[config.mk]
export PLATFORM = sky130hd
export DESIGN_NAME = mario_motion
export DESIGN_NICKNAME = d
export VERILOG_FILES = /design/src/rtl/mario_motion.sv
export SDC_FILE = /design/constraint.sdc
export NUM_CORES = 1
export LEC_CHECK = 0
export ABC_AREA = 1
export CAP_MARGIN = 10
export CORE_MARGIN = 2
export CORE_UTILIZATION = 45
export CTS_CLUSTER_DIAMETER = 200
export DETAILED_ROUTE_END_ITERATION = 12
export PLACE_DENSITY = 0.75
export SYNTH_ARGS = -nofsm -noshare
export SYNTH_HDL_FRONTEND = slang
export SYNTH_SLANG_ARGS = --single-unit
[constraint.sdc]
create_clock -name clk -period 10.03 [get_ports clk]
set_input_delay 1.5045 -clock clk [delete_from_list [all_inputs] [get_ports clk]]
set_output_delay 1.5045 -clock clk [all_outputs]
set_load 0.005 [all_outputs]
[src/rtl/mario_motion.sv]
// mario_motion: sprite position/jump physics stepped by a frame tick.
// Ports: clk, rstn (async active-low); tick frame strobe; walk/oriental horizontal request;
// jump raw button; w/h sprite size; ground_y ground surface; x/y/vy registered motion state;
// airborne and jump_state (00 GROUND, 01 RISE, 10 FALL) report the jump FSM.
// Optional feature: define JUMP_CUT_EN for variable jump height (releasing jump in RISE starts the fall).
module mario_motion #(
  parameter int X_INIT     = 32,
  parameter int Y_INIT     = 400,
  parameter int X_MIN      = 0,
  parameter int X_MAX      = 640,
  parameter int WALK_SPEED = 2,
  parameter int JUMP_V     = 12,
  parameter int GRAVITY    = 1,
  parameter int VY_MAX     = 8
) (
  input  logic        clk,
  input  logic        rstn,
  input  logic        tick,
  input  logic        walk,
  input  logic        oriental,
  input  logic        jump,
  input  logic [10:0] w,
  input  logic [10:0] h,
  input  logic [10:0] ground_y,
  output logic [10:0] x,
  output logic [10:0] y,
  output logic [4:0]  vy,
  output logic        airborne,
  output logic [1:0]  jump_state
);
  localparam logic [1:0]  ST_GROUND = 2'b00;
  localparam logic [1:0]  ST_RISE   = 2'b01;
  localparam logic [1:0]  ST_FALL   = 2'b10;
  localparam logic [11:0] L_X_MIN   = 12'(X_MIN);
  localparam logic [11:0] L_X_MAX   = 12'(X_MAX);
  localparam logic [11:0] L_WALK    = 12'(WALK_SPEED);
  localparam logic [11:0] L_JUMP_V  = 12'(JUMP_V);
  localparam logic [11:0] L_GRAV    = 12'(GRAVITY);
  localparam logic [11:0] L_VY_MAX  = 12'(VY_MAX);
  logic        jump_q, jump_req, req;
  logic [11:0] x_w, y_w, vy_w, h_w, w_w, g_w;
  logic [11:0] x_lim, x_right, x_left, y_gnd, vy_sum, vy_dn;
  logic [10:0] x_n, y_n;
  logic [4:0]  vy_n;
  logic [1:0]  state_n;
  // A press landing in the tick cycle itself must still be seen by that tick.
  assign req = jump_req | (jump & ~jump_q);
  always_ff @(posedge clk or negedge rstn)
    if (!rstn) begin
      jump_q   <= 1'b0;
      jump_req <= 1'b0;
    end else begin
      jump_q   <= jump;
      jump_req <= tick ? 1'b0 : req;
    end
  assign x_w  = {1'b0, x};
  assign y_w  = {1'b0, y};
  assign vy_w = {7'd0, vy};
  assign h_w  = {1'b0, h};
  assign w_w  = {1'b0, w};
  assign g_w  = {1'b0, ground_y};
  // Rightmost legal left edge; a sprite wider than the screen pins to 0.
  assign x_lim   = (L_X_MAX > w_w) ? L_X_MAX - w_w : 12'd0;
  assign x_right = (x_w + L_WALK > x_lim) ? x_lim : x_w + L_WALK;
  assign x_left  = (x_w < L_X_MIN + L_WALK) ? L_X_MIN : x_w - L_WALK;
  assign x_n     = !walk ? x : 11'(oriental ? x_left : x_right);
  assign y_gnd   = (g_w > h_w) ? g_w - h_w : 12'd0;
  assign vy_sum  = vy_w + L_GRAV;
  assign vy_dn   = (vy_sum > L_VY_MAX) ? L_VY_MAX : vy_sum;
  // State register: motion state only advances on a frame tick.
  always_ff @(posedge clk or negedge rstn)
    if (!rstn) begin
      x          <= 11'(X_INIT);
      y          <= 11'(Y_INIT);
      vy         <= 5'd0;
      jump_state <= ST_GROUND;
    end else if (tick) begin
      x          <= x_n;
      y          <= y_n;
      vy         <= vy_n;
      jump_state <= state_n;
    end
  // Next-state logic for the jump FSM and its vertical datapath.
  always_comb begin
    state_n = jump_state;
    y_n     = y;
    vy_n    = vy;
    case (jump_state)
      ST_GROUND:
        if (y_w + h_w < g_w) begin
          state_n = ST_FALL;
          vy_n    = 5'd0;
        end else if (req) begin
          state_n = ST_RISE;
          vy_n    = 5'(L_JUMP_V);
        end else
          y_n = 11'(y_gnd);
      ST_RISE:
`ifdef JUMP_CUT_EN
        if (!jump) begin
          state_n = ST_FALL;
          vy_n    = 5'd0;
        end else
`endif
        if (vy_w > y_w) begin
          state_n = ST_FALL;
          y_n     = 11'd0;
          vy_n    = 5'd0;
        end else begin
          y_n = 11'(y_w - vy_w);
          if (vy_w <= L_GRAV) begin
            state_n = ST_FALL;
            vy_n    = 5'd0;
          end else
            vy_n = 5'(vy_w - L_GRAV);
        end
      ST_FALL:
        if (y_w + vy_dn + h_w >= g_w) begin
          state_n = ST_GROUND;
          y_n     = 11'(y_gnd);
          vy_n    = 5'd0;
        end else begin
          y_n  = 11'(y_w + vy_dn);
          vy_n = 5'(vy_dn);
        end
      default: begin
        state_n = ST_FALL;
        vy_n    = 5'd0;
      end
    endcase
  end
  // Output logic.
  always_comb airborne = (jump_state != ST_GROUND);
endmodule

; ---- Word level (Yosys, flattened, before mapping)
; Index checks and enable logic that the tools add are counted.
[totals]
mem_bits_ro = 0
wordCells = 66
mem_count = 0
input_bits = 39
ramBits = 0
latchBits = 0
ff_bits = 31
[classes]
magnitude_cmp = 9
shift = 0
multipliers = 0
n_bitwise = 3
eq_ne = 7
mux = 24
n_reduce_logical = 7
add_sub_neg = 10
div = 0
[ops]
columns = operator, count
row1 = $mux 11, 8
row2 = $pmux 11 s3, 1
row3 = $mux 5, 5
row4 = $pmux 5 s3, 1
row5 = $add 11x11->12, 1
row6 = $add 11x2->12 const B, 1
row7 = $add 11x6->12, 1
row8 = $add 12x11->12, 1
row9 = $ge 12x11->1, 1
row10 = $gt 12x12->1, 1
row11 = $lt 12x11->1, 1
row12 = $mux 12, 1
row13 = $sub 10x11->12 const A, 1
row14 = $gt 10x11->1 const A, 1
row15 = $gt 11x11->1, 1
row16 = $gt 5x11->1, 1
row17 = $lt 11x2->1 const B, 1
row18 = $sub 11x11->11, 1
row19 = $sub 11x2->11 const B, 1
row20 = $sub 11x5->11, 1
row21 = $mux 2, 5
row22 = $reduce_and 4->1, 2
row23 = $add 5x1->6 const B, 1
row24 = $gt 6x4->1 const B, 1
row25 = 16 further kinds, 20

; ---- Longest topological paths before layout
[depth]
depth_word = 8
depth_mapped = 36

; ---- Worst setup path after synthesis
; No wires, ideal clock.
[synth_timing]
kind = flip-flop to flip-flop
startpoint = reg vy[0]
endpoint = reg vy[2]
period_less_slack_ps = 4553
path_stages_with_launch = 36
slack_ps = 5477
arrival_ps = 4435
required_time_ps = 9912
path_buffers = 1
path_cell_list = dfrtp_1 -> ha_1 -> nand2_1 -> nor2_1 -> inv_1 -> nand2_1 -> a21boi_0 -> a21oi_1 -> inv_1 -> nor2_1 -> ha_1 -> fa_1 -> a31oi_1 -> xor2_1 -> inv_1 -> ha_1 -> nand2_1 -> nand2_1 -> inv_1 -> o21ai_1 -> o21bai_1 -> xor2_1 -> ha_1 -> inv_1 -> o31a_1 -> nand2_1 -> nand2_1 -> nand2_1 -> nand2_1 -> buf_4 -> nand3_4 -> inv_2 -> nand2_1 -> nand3_1 -> nand2_1 -> o21ai_2
[synth_via]
elab_chain_len = 8
[synth_lines]
columns = element, line
row1 = "start, declared", 27  ; output logic [4:0] vy,
row2 = "start signal, assigned", 80  ; vy <= vy_n;
row3 = $add 5x1->6, 68  ; assign vy_sum = vy_w + L_GRAV;
row4 = $gt 6x4->1, 69  ; assign vy_dn = (vy_sum > L_VY_MAX) ? L_VY_MAX : vy_sum;
row5 = $mux 6, 69
row6 = $add 11x6->12, n/a
row7 = $add 12x11->12, 118  ; if (y_w + vy_dn + h_w >= g_w) begin
row8 = $ge 12x11->1, 118
row9 = $mux 5, 118
row10 = $pmux 5 s3 (*), 88  ; case (jump_state)
; Mark *: on every way between the ends. The rest lies on a longest branch, timed or not.
; A chain may end at the register's enable or synchronous reset.

; ---- Final worst setup path
[layout_timing]
startpoint = in h[0]
endpoint = reg y[6]
[layout_via]
elab_chain_len = 5
[layout_lines]
columns = element, line
row1 = "start, declared", 23  ; input logic [10:0] h,
row2 = branches (longest 5 deep; another with $add 12x11->12), n/a
row3 = "end signal, assigned", 74  ; y <= 11'(Y_INIT);
row4 = "end signal, assigned", 79  ; y <= y_n;
row5 = "end, declared", 26  ; output logic [10:0] y,
; Parallel ways; which one is timed is not known. The select of a mux whose other input is x is not followed.

==> flow_metrics.tcl <==
set metrics [dict create \
    outcome "completed" \
    drtPass1Iterations 5 \
    area_growth_pct 17.1 \
    start_kind "primary input" \
    die_x_um 116 \
    synth.cell_area_um2 5610 \
    num_vias 5683 \
    end_kind "flip-flop" \
    floorplan.initialDensity 0.463 \
    slew_viol_final 0 \
    layout.nets 1073 \
    netlist-cell-type-count 46 \
    fill_cells 1251 \
    avgSynthCellArea_um2 6.42 \
    grt_max_degree 32 \
    max_freq_ghz 0.175 \
    drt_iter0_markers 485 \
    diodes 0 \
    cts_tree "done" \
    whs_path_depth 2 \
    fp-row-count 40 \
    grt_pass1_vias 5454 \
    cts_made_buffers 5 \
    grt_pass1_wl_um 24600 \
    drive_gt1_frac 0.0298 \
    final_cell_mix "214 x nand2_1, 152 x inv_1, 91 x ha_1" \
    drv_cap 0 \
    synth_flop_cell "dfrtp_1" \
    worstRegToRegCells 32 \
    io-pin-count 69 \
    cts_hold_buffers 0 \
    power_leakage_uw 0.00356 \
    cts-root-buf "clkbuf_16" \
    post-cts-setup-buffers 0 \
    dp.cells 1099 \
    path_class "primary input to flip-flop" \
    path_max_fanout 12 \
    setup_violations 0 \
    rsz0062_at_grt "no" \
    wl_um 14600 \
    hold_slack_ns 0.500 \
    synth_top_cells_by_area "ha_1 20%, nand2_1 14%, dfrtp_1 12%, inv_1 10%, xor2_1 6.9%" \
    ys_seq_area_frac 0.139 \
    power.density_nw_per_um2 317 \
    finalNonFillerCells 1107 \
    grt_usage 0.225 \
    yosysTopAreaCellShare 0.203 \
    drc 0 \
    synthArstFlopShare 1.00 \
    avgViaCountPerCell 5.13 \
    final_common_cell "nand2_1" \
    cts.path.max_buffers 2 \
    tightest_slew_ns 0.719 \
    postRouteAntennaNets 0 \
    hold_violations 0 \
    cpMaxStageDelayCell "clkdlybuf4s50_1" \
    core_area_um2 12100 \
    fin_worst_skew_ns 0.00796 \
    dpl.hpwl_um 12000 \
    dieArea_um2 13400 \
    syn_inst 874 \
    tns_ns 0 \
    yosys.area.top_type "ha_1" \
    gp_congestion 0.910 \
    antenna_found_initial 0 \
    crit_top_cell "nand2_1" \
    cts.sink_count 31 \
    cp_data_arrival_time_ns 5.88 \
    cts_resized 0 \
    min_path_type "flip-flop to flip-flop" \
    cts_max_level 2 \
    clk_latency_ns 0.27 \
    overflow 0 \
    fin_crit_ns 5.72 \
    synth_seq_cells 31 \
    max_slew_margin 0.521 \
    min_period_over_period 0.570 \
    die_h_um 116 \
    cpPeakStageDelay_ns 0.45 \
    peakVddDrop_mv 0.163 \
    wl_per_cell_um 13.2 \
    port_buffers 68 \
    synth_edf_count 0 \
    synth_warnings 0 \
    clk_pin_slew_worst_paths_ns 0.05 \
    required_ns 10.19 \
]
-- report_power, final --
group          switching, µW  total, µW  internal, µW
Sequential              99.2        276           176
Clock                   53.4        146          92.3
Combinational            998       1660           663
-- cell usage after synthesis (5+ instances only) --
cell,number
inv_1,152
xnor2_1,10
nor3_1,13
o21ai_1,6
a21o_1,9
dfrtp_1,27
a21oi_1,53
ha_1,91
o21ai_0,34
nand2_1,214
nand3_1,56
buf_2,7
o22ai_1,5
fa_1,5
nand4_1,19
xor2_1,44
a31oi_1,5
nor2_1,66
-- area by class of cell --
class | instances | area (µm²) | share of cell area
clock buffers | 8 | 136 | 0.0208
inverters | 155 | 582 | 0.0886
multi-input cells | 676 | 4170 | 0.635
flip-flops and latches | 31 | 781 | 0.119
well taps | 168 | 210 | 0.0320
repair buffers | 69 | 688 | 0.105
-- kinds of logic (layout without fill, tap and decap cells) --
| kind of cell | Yosys count | after routing | share of synthesized area |
|---|---|---|---|
| adders and majority gates | 96 | 96 | 0.221 |
| and+or+nand+nor | 391 | 391 | 0.303 |
| xor gates and xnor gates | 54 | 54 | 0.0843 |
| DFF | 31 | 31 | 0.139 |
| AOI/OAI and AO/OA | 131 | 131 | 0.133 |
| other | 2 | 4 | 0.00134 |
| buffers and inverters | 169 | 232 | 0.119 |
-- registers in the layout, summed over array words and instances, names as in the netlist --
| name | flops |
|---|---|
| jump_q | 1 |
| jump_state | 2 |
| x | 11 |
| y | 11 |
| jump_req | 1 |
| vy | 5 |
-- metal layers --
metal	global-route usage	routed length (µm)
met5	0	0
met4	0.0357	161
met3	0.0188	897
met2	0.376	6440
met1	0.325	7080
-- path summary, 6_finish.rpt --
check                      startpoint        to  slack [ns]
hold reg to reg              jump_req  jump_req        0.50
hold / removal               jump_req  jump_req        0.50
setup reg to reg                vy[0]      y[0]        4.51
setup / recovery                 h[0]      y[6]        4.31
max in group asynchronous        rstn      x[5]        8.06
min in group asynchronous        rstn      x[4]        1.63
-- worst max-delay path, delay by kind of cell --
family	cells	cell delay, ns
and+or+nand+nor	14	1.87
AOI/OAI and AO/OA	4	0.67
adders and majority gates	3	0.83
xor gates and xnor gates	1	0.09
buffers and inverters	3	0.89
-- stage by stage --
stage          utilization  worst slack [ns]  cell area [µm²]  power [µW]
6_report             0.542              4.31             6570        2080
5_1_grt              0.542              3.84             6570        2330
4_1_cts              0.542              4.38             6570        2080
3_5_place_dp         0.531              4.10             6430        1920
3_3_place_gp         0.531              4.17             6430        1890
2_1_floorplan            -              5.48             5620        1480
(Power assumes the default switching activity.)
